File: config.mk
export PLATFORM = sky130hd
export DESIGN_NAME = wddl_xor_sched
export DESIGN_NICKNAME = d
export VERILOG_FILES = /design/src/rtl/wddl_pkg.sv /design/src/rtl/wddl_rr_arb.sv /design/src/rtl/wddl_xor_sched.sv
export SDC_FILE = /design/constraint.sdc
export NUM_CORES = 1
export LEC_CHECK = 0
export BUFFER_PORTS_ARGS = -buffer_cell sky130_fd_sc_hd__buf_2
export CORE_MARGIN = 5
export CORE_UTILIZATION = 33
export CTS_BUF_LIST = sky130_fd_sc_hd__clkbuf_8
export DETAILED_ROUTE_END_ITERATION = 10
export PLACE_DENSITY = 0.57
export SLEW_MARGIN = 0
export SYNTH_ARGS = -nofsm -noshare
export SYNTH_HDL_FRONTEND = slang
export SYNTH_SLANG_ARGS = --single-unit
File: constraint.sdc
create_clock -name clk_in -period 2.72 [get_ports clk_in]
set_input_delay 0.544 -clock clk_in [delete_from_list [all_inputs] [get_ports clk_in]]
set_output_delay 0.544 -clock clk_in [all_outputs]
set_load 0.02 [all_outputs]
File: src/rtl/wddl_pkg.sv
// Shared WDDL definitions: scheduler state encoding, dual-rail code points
// and per-bit rail classification helpers used by WDDL controllers.
package wddl_pkg;

   typedef enum logic [1:0] {
      IDLE,
      PRECH,
      EVAL,
      DONE
   } state_t;

   // Dual-rail code points, packed as {p, n}
   localparam logic [1:0] PRECHARGE = 2'b00;
   localparam logic [1:0] VALID0    = 2'b01;
   localparam logic [1:0] VALID1    = 2'b10;
   localparam logic [1:0] COLLIDE   = 2'b11;

   function automatic logic [1:0] rail_code(input logic p, input logic n);
      return {p, n};
   endfunction

   function automatic logic rail_valid(input logic p, input logic n);
      return (rail_code(p, n) == VALID0) || (rail_code(p, n) == VALID1);
   endfunction

   function automatic logic rail_collide(input logic p, input logic n);
      return rail_code(p, n) == COLLIDE;
   endfunction

   function automatic logic rail_precharged(input logic p, input logic n);
      return rail_code(p, n) == PRECHARGE;
   endfunction

endpackage

File: src/rtl/wddl_rr_arb.sv
// Round-robin one-hot picker. Searches req_in starting at ptr_in and wrapping;
// purely combinational.
//   req_in   request vector
//   ptr_in   index that has highest priority this round
//   gnt_out  one-hot winner (all zero when no request)
//   idx_out  binary index of the winner
module wddl_rr_arb #(
   parameter int NREQ = 4,
   parameter int PW   = $clog2(NREQ)
) (
   input  logic [NREQ-1:0] req_in,
   input  logic [PW-1:0]   ptr_in,
   output logic [NREQ-1:0] gnt_out,
   output logic [PW-1:0]   idx_out
);

   logic [PW-1:0] cand;
   logic          found;

   always_comb begin
      gnt_out = '0;
      idx_out = '0;
      found   = 1'b0;
      cand    = '0;
      for (int i = 0; i < NREQ; i++) begin
         cand = PW'((int'(ptr_in) + i) % NREQ);
         if (!found && req_in[cand]) begin
            found         = 1'b1;
            gnt_out[cand] = 1'b1;
            idx_out       = cand;
         end
      end
   end

endmodule

File: src/rtl/wddl_xor_sched.sv
// Time-shares one external 5-operand WDDL dual-rail XOR tree between NREQ
// requesters. Every evaluation is preceded by a precharge wave (all rails 0);
// completion is detected on the tree output and the result is captured.
//   clk_in, rst_in        clock, async active-high reset
//   req_in, op_p/n_in     per-requester request and dual-rail operands
//   gnt_out               one-hot grant, held from precharge through done
//   x_p/n_out             registered operand rails to the tree (0 = precharge)
//   r_p/n_in              tree output rails
//   res_p/n_out           captured result (0/0 after an error)
//   done_out, err_out     one-cycle completion / error pulses
//   busy_out              high whenever not idle
//
// state | meaning
// IDLE  | waiting for any request, arbitrates round robin
// PRECH | rails held at 0 until the tree output is discharged
// EVAL  | granted operands driven, waiting for a complete code or timeout
// DONE  | one-cycle completion pulse, pointer advanced, grant released
module wddl_xor_sched
   import wddl_pkg::*;
#(
   parameter int WIDTH   = 1,
   parameter int NREQ    = 4,
   parameter int PRE_CYC = 1,
   parameter int TMO_CYC = 8
) (
   input  logic                    clk_in,
   input  logic                    rst_in,
   input  logic [NREQ-1:0]         req_in,
   input  logic [NREQ*5*WIDTH-1:0] op_p_in,
   input  logic [NREQ*5*WIDTH-1:0] op_n_in,
   output logic [NREQ-1:0]         gnt_out,
   output logic [5*WIDTH-1:0]      x_p_out,
   output logic [5*WIDTH-1:0]      x_n_out,
   input  logic [WIDTH-1:0]        r_p_in,
   input  logic [WIDTH-1:0]        r_n_in,
   output logic [WIDTH-1:0]        res_p_out,
   output logic [WIDTH-1:0]        res_n_out,
   output logic [NREQ-1:0]         done_out,
   output logic                    err_out,
   output logic                    busy_out
);

   localparam int OPW  = 5 * WIDTH;
   localparam int PW   = $clog2(NREQ);
   localparam int CMAX = (PRE_CYC > TMO_CYC) ? PRE_CYC : TMO_CYC;
   localparam int CW   = $clog2(CMAX) + 1;
   localparam logic [CW-1:0] PRE_LD = CW'(PRE_CYC - 1);
   localparam logic [CW-1:0] TMO_LD = CW'(TMO_CYC - 1);

   state_t            state_q, state_d;
   logic [CW-1:0]     cnt_q, cnt_d;
   logic [NREQ-1:0]   gnt_q, gnt_d;
   logic [PW-1:0]     idx_q, idx_d;
   logic [PW-1:0]     ptr_q, ptr_d;
   logic [OPW-1:0]    x_p_q, x_p_d, x_n_q, x_n_d;
   logic [WIDTH-1:0]  res_p_q, res_p_d, res_n_q, res_n_d;
   logic [NREQ-1:0]   done_q, done_d;
   logic              err_q, err_d;
   logic              busy_q, busy_d;

   logic [NREQ-1:0]   arb_gnt;
   logic [PW-1:0]     arb_idx;
   logic              all_valid, any_collide, all_pre;

   wddl_rr_arb #(.NREQ(NREQ), .PW(PW)) u_arb (
      .req_in  (req_in),
      .ptr_in  (ptr_q),
      .gnt_out (arb_gnt),
      .idx_out (arb_idx)
   );

   always_comb begin
      all_valid   = 1'b1;
      any_collide = 1'b0;
      all_pre     = 1'b1;
      for (int b = 0; b < WIDTH; b++) begin
         all_valid   = all_valid & rail_valid(r_p_in[b], r_n_in[b]);
         any_collide = any_collide | rail_collide(r_p_in[b], r_n_in[b]);
         all_pre     = all_pre & rail_precharged(r_p_in[b], r_n_in[b]);
      end
   end

   // Timers are down-counters: reaching zero is the terminal count.
   always_comb begin
      state_d = state_q;
      cnt_d   = cnt_q;
      gnt_d   = gnt_q;
      idx_d   = idx_q;
      ptr_d   = ptr_q;
      x_p_d   = '0;
      x_n_d   = '0;
      res_p_d = res_p_q;
      res_n_d = res_n_q;
      done_d  = '0;
      err_d   = 1'b0;
      case (state_q)
         IDLE: begin
            if (|req_in) begin
               gnt_d   = arb_gnt;
               idx_d   = arb_idx;
               cnt_d   = PRE_LD;
               state_d = PRECH;
            end
         end
         PRECH: begin
            if (cnt_q != '0) cnt_d = cnt_q - 1'b1;
            if (cnt_q == '0 && all_pre) begin
               cnt_d   = TMO_LD;
               state_d = EVAL;
               for (int i = 0; i < NREQ; i++) begin
                  if (idx_q == PW'(i)) begin
                     x_p_d = op_p_in[i*OPW +: OPW];
                     x_n_d = op_n_in[i*OPW +: OPW];
                  end
               end
            end
         end
         EVAL: begin
            x_p_d = x_p_q;
            x_n_d = x_n_q;
            if (cnt_q != '0) cnt_d = cnt_q - 1'b1;
            // A collision outranks a complete-looking code; both end the op.
            if (any_collide || (!all_valid && cnt_q == '0)) begin
               err_d   = 1'b1;
               res_p_d = '0;
               res_n_d = '0;
            end else if (all_valid) begin
               res_p_d = r_p_in;
               res_n_d = r_n_in;
            end
            if (any_collide || all_valid || cnt_q == '0) begin
               x_p_d   = '0;
               x_n_d   = '0;
               done_d  = gnt_q;
               state_d = DONE;
            end
         end
         DONE: begin
            gnt_d   = '0;
            ptr_d   = (idx_q == PW'(NREQ - 1)) ? '0 : idx_q + 1'b1;
            state_d = IDLE;
         end
         default: state_d = IDLE;
      endcase
      busy_d = (state_d != IDLE);
   end

   always_ff @(posedge clk_in or posedge rst_in) begin
      if (rst_in) begin
         state_q <= IDLE;
         cnt_q   <= '0;
         gnt_q   <= '0;
         idx_q   <= '0;
         ptr_q   <= '0;
         x_p_q   <= '0;
         x_n_q   <= '0;
         res_p_q <= '0;
         res_n_q <= '0;
         done_q  <= '0;
         err_q   <= 1'b0;
         busy_q  <= 1'b0;
      end else begin
         state_q <= state_d;
         cnt_q   <= cnt_d;
         gnt_q   <= gnt_d;
         idx_q   <= idx_d;
         ptr_q   <= ptr_d;
         x_p_q   <= x_p_d;
         x_n_q   <= x_n_d;
         res_p_q <= res_p_d;
         res_n_q <= res_n_d;
         done_q  <= done_d;
         err_q   <= err_d;
         busy_q  <= busy_d;
      end
   end

   assign gnt_out   = gnt_q;
   assign x_p_out   = x_p_q;
   assign x_n_out   = x_n_q;
   assign res_p_out = res_p_q;
   assign res_n_out = res_n_q;
   assign done_out  = done_q;
   assign err_out   = err_q;
   assign busy_out  = busy_q;

endmodule

==> results of run 1 <==
==> per-layer routing <==
layer	track usage, %	vias to the layer above	part of all wire [%]
met4	3.91	0	1.1
met3	3.90	4	8.1
met2	20.3	70	44
met5	0	-	0
li1	-	997	-
met1	18.4	894	47
==> flip-flops by register name, summed over array words and instances, names as in the netlist <==
register   cells
x_n_out        5
gnt_out        4
ptr_q          2
res_n_out      1
res_p_out      1
done_out       4
busy_out       1
state_q        2
idx_q          2
err_out        1
x_p_out        5
cnt_q          4
==> worst max-delay path by stage <==
stage,to,slack (ps)
detailed placement,gnt_out[0],570
finish,x_n_out[0],600
CTS,x_n_out[4],630
global placement,gnt_out[0],640
global route,x_p_out[2],400
floorplan,gnt_out[0],660
==> metrics by stage <==
stage                     hold slack, ps  total power [mW]
final                                344              2.83
after floorplan                      497              1.99
after global placement               461              2.34
after global routing                 384              3.08
after CTS                            350              2.86
after detailed placement             467              2.35
==> kinds of logic (layout without fill, tap and decap cells) <==
| family | count (synthesis) | count (layout) |
|---|---|---|
| AOI/OAI and AO/OA | 74 | 74 |
| muxes | 12 | 12 |
| and+or+nand+nor | 68 | 68 |
| buffers and inverters | 28 | 96 |
| DFF | 32 | 32 |
| adders and majority gates | 21 | 21 |
==> report_power, final <==
part	internal, mW	total (mW)	switching (mW)	leakage, nW
logic	0.680	1.64	0.955	0.883
registers	0.609	0.698	0.0894	0.426
clock network	0.323	0.495	0.172	0.0645
==> cell type report <==
type / instances / area [µm²]
fill: 670 / 3970
multi-input combinational: 175 / 1330
sequential: 32 / 801
timing repair buffer: 72 / 368
tap: 80 / 100
clock buffer: 7 / 96.3
inverter: 16 / 61.3
clock inverter: 1 / 30.0
==> cell usage after synthesis (2+ instances only) <==
| master | number | area share [%] |
|---|---|---|
| and2_1 | 5 | 1.4 |
| nor3_1 | 9 | 2.0 |
| or3_1 | 2 | 0.55 |
| a221oi_2 | 4 | 2.6 |
| nor2b_1 | 11 | 3.0 |
| o22a_1 | 3 | 1.2 |
| a21oi_1 | 21 | 4.6 |
| mux2i_1 | 5 | 2.2 |
| dfrtp_1 | 32 | 35 |
| a21o_1 | 2 | 0.66 |
| buf_6 | 4 | 2.0 |
| inv_1 | 15 | 2.5 |
| a221o_1 | 4 | 1.8 |
| o22ai_1 | 3 | 0.83 |
| mux4_2 | 4 | 4.0 |
| o21ai_1 | 2 | 0.44 |
| ha_1 | 21 | 12 |
| clkbuf_1 | 8 | 1.3 |
| nand3_1 | 6 | 1.3 |
| mux2_2 | 3 | 1.5 |
| nand2_1 | 19 | 3.1 |
| o21ai_0 | 17 | 3.8 |
| nor2_1 | 4 | 0.66 |
| a221oi_1 | 10 | 3.9 |
==> tightest hold or removal path, stage by stage <==
cell   delay (ps)
buf_2          90
inv_1          40
buf_4         360
==> results.cfg, run 1 <==
[outcome]
status = completed

[timing]
post-route-period-util_pct = 77.8
setup_viol = 0
setup_ws_ps = 604
slew_violations = 0
fin_skew_ps = 5.47
finalCriticalPeriod_ps = 2120
max_freq_mhz = 472
worst_pin_slew_ps = 753
rsz0062_at_grt = no
tns_ps = 0
slew_headroom_pct = 49.8
hold_violations = 0

[clock_network]
cts_buffers = 5
post_cts_buffers = 0
clk_transition_reported_paths_ps = 70
clk_latency_ps = 280
cts_max_path_buffers = 2
h-tree-depth = 2
clock-sinks = 32
tritoncts = yes
cts_resized = 0
postCtsHoldBufs = 0
root_buffer = clkbuf_8

[placement]
hpwlAfterDp_mm = 4.29
post-place-ws_ps = 575
gp_congestion = 0.757
placed_cell_area_mm2 = 0.00266
portBuffers = 69
dp_cells = 375

[logic_synthesis]
synth-simple-area-share_pct = 17.0
synth_ff_type = dfrtp_1
ys_seq_area_share_pct = 35.3
avgSynthCellArea_um2 = 9.65
synthesis.area_mm2 = 0.00227
synth_compound_area_share_pct = 22.4
synth-edff-count = 0
ys_types = 45
synthMuxAreaShare_pct = 7.67
synthXorXnorAreaFrac_pct = 0
synth_adder_area_share_pct = 11.6
syn-num-nets = 304
synth_seq_cells = 32
syn-instance-count = 235
synth_top_family_by_area = compound AO/OA/AOI/OAI gates
ys_warn_count = 0
ys_async_sr_fraction_pct = 100

[route]
initialDrtViolationCount = 68
vias = 1965
wl_per_cell_um = 14.5
antenna_left = 0
first_pass_iters = 4
drc = 0
vias_per_cell = 5.13
drt_wl_total_mm = 5.57

[critical_path]
crit_path_start_kind = flop
critPathTopFamily = simple AND/OR/NAND/NOR gates
path_cells = inv_1, ha_1, nor2b_1, a221oi_1, nor3_1, a21oi_1, o21ai_0
required_ps = 2900
path_class = flop to flop
cp.depth = 7
cp_max_fo = 12
path_buf_inv = 1
crit-reg2reg-launch = idx_q[1]
cp-end-kind = flop
rrSetupSlack_ps = 600
critPathMaxStageDelay_ps = 580
worstSetupStartpoint = idx_q[1]
r2r_cells = 7
r2r_end = x_n_out[0]
cp.arrival_ps = 2300
cp_slowest_cell = nor2b_1

[layout]
layout-drive-gt1-share_pct = 32.7
final_area_mm2 = 0.00279
fin_nets = 371
final_util_pct = 41.3
fin_cells = 383
num_antenna_cells = 0
layout_common_cells = buf_2 (69), dfrtp_1 (32), a21oi_1 (21), ha_1 (21), nand2_1 (19)
layout_commonest_cell = buf_2
synthToLayoutAreaGrowth_pct = 22.9

[die]
dieWidth_um = 92.9
start_util_pct = 33.6
dieArea_mm2 = 0.00863
core_area_mm2 = 0.00676
ioPinCount = 70
rows = 30
die_h_um = 92.9

[power_and_ir_drop]
p_leak_nw = 1.37
vdd_drop_max_v = 0.000416
p_per_area_mw_per_mm2 = 1010

[flow_run]
cap_violations = 0

[hold_path]
min_path_type = primary input to asynchronous set/reset pin

[global_route]
grt_pass1_wl_mm = 9.45
grt_max_degree = 33
grt_overflow = 0
grt_use_total_pct = 13.4
antenna_found_initial = 0
grt_pass1_vias = 1959
(Power assumes the default switching activity.)
==> run 2, diff against run 1 <==
- PLACE_DENSITY: 0.57 -> 0.59
- clock period: 2.72 -> 1.86 ns (I/O delays scaled with it)
==> run 2 against run 1 <==
Compared with the run above: non-clock buffer count grew 22; total power rose by 58%; largest cell class unchanged; clock power down 3%; via count grew 8.2%; register-to-register slack got worse by 600 ps; fmax rose by 14%; highest routed layer unchanged.
==> results.cfg, run 2 (same netlist as run 1, synthesis figures left out) <==
[layout]
layout-drive-gt1-share_pct = 44.0
fin_nets = 394
fin_cells = 405
layout_commonest_cell = buf_2
synthToLayoutAreaGrowth_pct = 33.4
num_antenna_cells = 0
layout_common_cells = buf_2 (69), dfrtp_1 (32), buf_4 (24)

[route]
antenna_left = 0
drc = 0
vias_per_cell = 5.25
first_pass_iters = 4
initialDrtViolationCount = 67
drt_wl_total_mm = 5.89
vias = 2126
wl_per_cell_um = 14.5

[power_and_ir_drop]
p_sw_mw = 1.96
internal_power_mw = 2.51
swShare_pct = 43.8
p_leak_nw = 1.47
p_comb_share_pct = 66.3
pwr-share-clk_pct = 10.8
p_seq_share_pct = 22.9
p_per_area_mw_per_mm2 = 1480
vdd_drop_max_v = 0.000583

[critical_path]
path_class = flop to flop
cp-end-kind = flop
path_cells = inv_2, ha_4, mux4_2, a21oi_2, a221oi_2, a221o_1
required_ps = 2020
cp_max_fo = 8
cp.arrival_ps = 2010
cp_slowest_cell = mux4_2
crit_path_start_kind = flop
critPathMaxStageDelay_ps = 440

[placement]
dp_cells = 391
post-place-ws_ps = 6.21
portBuffers = 69
hpwlAfterDp_mm = 4.42
gp_congestion = 0.774

[die]
ioPinCount = 70
die_h_um = 92.9
dieWidth_um = 92.9
rows = 30
dieArea_mm2 = 0.00863
start_util_pct = 33.6
core_area_mm2 = 0.00676

[timing]
worst_pin_slew_ps = 557
finalCriticalPeriod_ps = 1850
post-route-period-util_pct = 99.6
hold_violations = 0
setup_viol = 0
rsz0062_at_grt = yes
slew_headroom_pct = 62.9
slew_violations = 0
max_freq_mhz = 540
fin_skew_ps = 5.71
setup_ws_ps = 6.81

[clock_network]
clk_latency_ps = 270
tritoncts = yes
cts_buffers = 5
cts_max_path_buffers = 2
h-tree-depth = 2
root_buffer = clkbuf_8
clk_transition_reported_paths_ps = 60
clock-sinks = 32
postCtsHoldBufs = 0

[outcome]
status = completed

[flow_run]
cap_violations = 0

[global_route]
antenna_found_initial = 0
grt_pass1_vias = 1981
grt_pass1_wl_mm = 9.20
grt_use_total_pct = 13.0
grt_overflow = 0
grt_max_degree = 33

[hold_path]
min_path_type = primary input to asynchronous set/reset pin
[run 2: through the flow]
step | power [mW] | TNS, ps | utilization (%) | hold WS (ps) | area, µm²
finish | 4.47 | 0 | 44.8 | 175 | 3030
CTS | 4.18 | 0 | 42.7 | 188 | 2890
detailed placement | 3.68 | 0 | 41.5 | 468 | 2810
global route | 4.84 | -261 | 44.8 | 215 | 3030
floorplan | 2.94 | -509 | - | 488 | 2280
global placement | 3.65 | 0 | 41.5 | 460 | 2810
[run 2: cell type report]
type / count / area (µm²)
multi-input combinational: 176 / 1440
inverter: 16 / 62.6
fill: 663 / 3730
clock buffer: 5 / 68.8
timing repair buffer: 94 / 546
clock inverter: 2 / 8.76
sequential: 32 / 801
tap: 80 / 100
[run 2: power by group through the flow]
stage,Sequential [mW],Combinational (mW),Clock (mW)
global placement,1.03,2.62,0
floorplan,1.17,1.77,0
detailed placement,1.03,2.65,0
global route,1.05,3.26,0.532
CTS,1.02,2.66,0.499
finish,1.03,2.97,0.481
[run 2: metal layers]
layer | vias up | part of all wire [%] | GRT usage [%]
li1 | 1043 | - | -
met1 | 1010 | 45 | 17.4
met2 | 71 | 50 | 21.1
met3 | 2 | 5.4 | 2.76
met4 | 0 | 0.36 | 3.79
met5 | - | 0 | 0
[run 2: final timing paths]
kind	from	to	slack, ps	depth (start not counted)
max	ptr_q[0]	gnt_out[3]	7	6
max in group asynchronous	rst_in	done_out[0]	1390	3
max reg2reg	ptr_q[0]	gnt_out[3]	7	6
min	rst_in	err_out	170	3
min in group clk_in	op_n_in[16]	x_n_out[1]	400	3
min reg2reg	x_n_out[1]	x_n_out[1]	480	2
[run 2: timing repair]
action | in CTS | in global routing
cloned | 0 | 1
pin swaps | 0 | 10
resized for setup | 1 | 23
buffers inserted | 0 | 6
endpoints found under the setup margin | 2 | 18
[run 2: worst max-delay path, delay by kind of cell, from the launching register on]
| family | cells | cell delay [ps] |
|---|---|---|
| AOI/OAI and AO/OA | 3 | 540 |
| adders and majority gates | 1 | 290 |
| buffers and inverters | 1 | 70 |
| DFF | 1 | 400 |
| muxes | 1 | 440 |
==> run 3, diff against run 2 <==
- CORE_ASPECT_RATIO: not set -> 0.8
==> run 3 against run 2 <==
Compared with the run above: hold slack worse by 14 ps; critical path type unchanged; final cell count grew 1.7%; non-clock buffer count stayed put; the flow now finishes with violations (setup timing); critical endpoint is now gnt_out[1].
==> results.cfg, run 3 (same netlist as run 1, synthesis figures left out) <==
[outcome]
status = finished, violations left
violations = setup timing

[die]
ioPinCount = 70
rows = 27
dieArea_mm2 = 0.00864
die_h_um = 84.2
start_util_pct = 33.4
core_area_mm2 = 0.00679
dieWidth_um = 103

[clock_network]
root_buffer = clkbuf_8
postCtsHoldBufs = 0
tritoncts = yes
cts_buffers = 5
h-tree-depth = 2
clk_transition_reported_paths_ps = 70
cts_max_path_buffers = 2
clock-sinks = 32
clk_latency_ps = 290

[critical_path]
crit_path_start_kind = flop
path_class = flop to flop
cp.arrival_ps = 2070
cp_slowest_cell = mux4_2
cp_max_fo = 8
critPathMaxStageDelay_ps = 640
cp-end-kind = flop
path_cells = buf_6, mux4_2, a21oi_1, a221oi_2, a221o_1
required_ps = 2030

[power_and_ir_drop]
p_leak_nw = 1.47
vdd_drop_max_v = 0.000605
p_per_area_mw_per_mm2 = 1460

[timing]
rsz0062_at_grt = yes
slew_headroom_pct = 63.8
fin_skew_ps = 6.71
setup_viol = 2
setup_ws_ps = -34.8
hold_violations = 0
worst_pin_slew_ps = 537
max_freq_mhz = 528
holdWs_ps = 160
finalCriticalPeriod_ps = 1890
slew_violations = 0
post-route-period-util_pct = 102

[layout]
synthToLayoutAreaGrowth_pct = 32.1
regArea_um2 = 801
fin_nets = 393
layout-drive-gt1-share_pct = 40.9
fillers = 681
multi_input_area_mm2 = 0.00139
layout_commonest_cell = buf_2
num_antenna_cells = 0
final_util_pct = 44.1
layout_common_cells = buf_2 (69), dfrtp_1 (32), buf_4 (24)

[route]
antenna_left = 0
vias_per_cell = 4.96
first_pass_iters = 4
vias = 2043
drc = 0
wl_per_cell_um = 13.6
initialDrtViolationCount = 62
drt_wl_total_mm = 5.60

[global_route]
grt_max_degree = 33
grt_pass1_wl_mm = 9.38
grt_use_total_pct = 13.1
grt_overflow = 0
antenna_found_initial = 0
grt_pass1_vias = 2042

[placement]
gp_congestion = 0.785
portBuffers = 69
hpwlAfterDp_mm = 4.39

[hold_path]
min_path_type = primary input to asynchronous set/reset pin

[flow_run]
cap_violations = 0
## run 3: where the power goes
group	leakage (nW)	internal (mW)	total [mW]	switching, mW
Clock	0.0434	0.299	0.565	0.265
Combinational	0.997	1.30	2.79	1.49
Sequential	0.426	0.890	1.03	0.142
Total	1.47	2.49	4.39	1.90
## run 3: metal layers
layer / wire length (µm) / GRT usage (%) / vias to the layer above
met4: 25 / 2.15 / 0
met1: 2530 / 17.6 / 959
met3: 323 / 3.24 / 4
li1: - / - / 1043
met2: 2730 / 21.5 / 37
met5: 0 / 0 / -
## run 3: stage by stage
stage	worst slack (ps)	instances	cell area [µm²]	power, mW	setup TNS, ps
floorplan	-122	235	2280	2.94	-509
global placement	-14.5	402	2830	3.65	-14.5
detailed placement	11.1	402	2830	3.68	0
CTS	4.25	410	2930	4.27	0
global route	-110	412	3000	4.77	-468
finish	-34.8	412	3000	4.39	-55.6
## run 3: final timing paths
| path | from | end | slack (ps) | cells after the start |
|---|---|---|---|---|
| max | ptr_q[0] | gnt_out[1] | -30 | 5 |
| min | rst_in | x_p_out[2] | 160 | 3 |
| max reg2reg | ptr_q[0] | gnt_out[1] | -30 | 5 |
| min reg2reg | x_p_out[4] | x_p_out[4] | 480 | 2 |
| max in group asynchronous | rst_in | x_n_out[1] | 1400 | 3 |
| min in group clk_in | op_p_in[19] | x_p_out[4] | 380 | 3 |
## run 3: repair_timing
item	CTS	global route
resized for setup	0	16
endpoints found under the hold margin	0	0
setup endpoints to repair	0	17
buffers inserted	0	2
## run 3: critical path: cells and delay by family (launching register included)
kind / cells / cell delay, ps
buffers and inverters: 1 / 160
DFF: 1 / 410
AOI/OAI and AO/OA: 3 / 570
muxes: 1 / 640
## run 3: area by class of cell
| cell class | instances | share of cell area (%) |
|---|---|---|
| repair buffers | 94 | 17.9 |
| inverters | 16 | 2.09 |
| multi-input cells | 175 | 46.4 |
| clock buffers | 6 | 2.76 |
| well taps | 87 | 3.63 |
| flip-flops and latches | 32 | 26.7 |
| clock inverters | 2 | 0.501 |
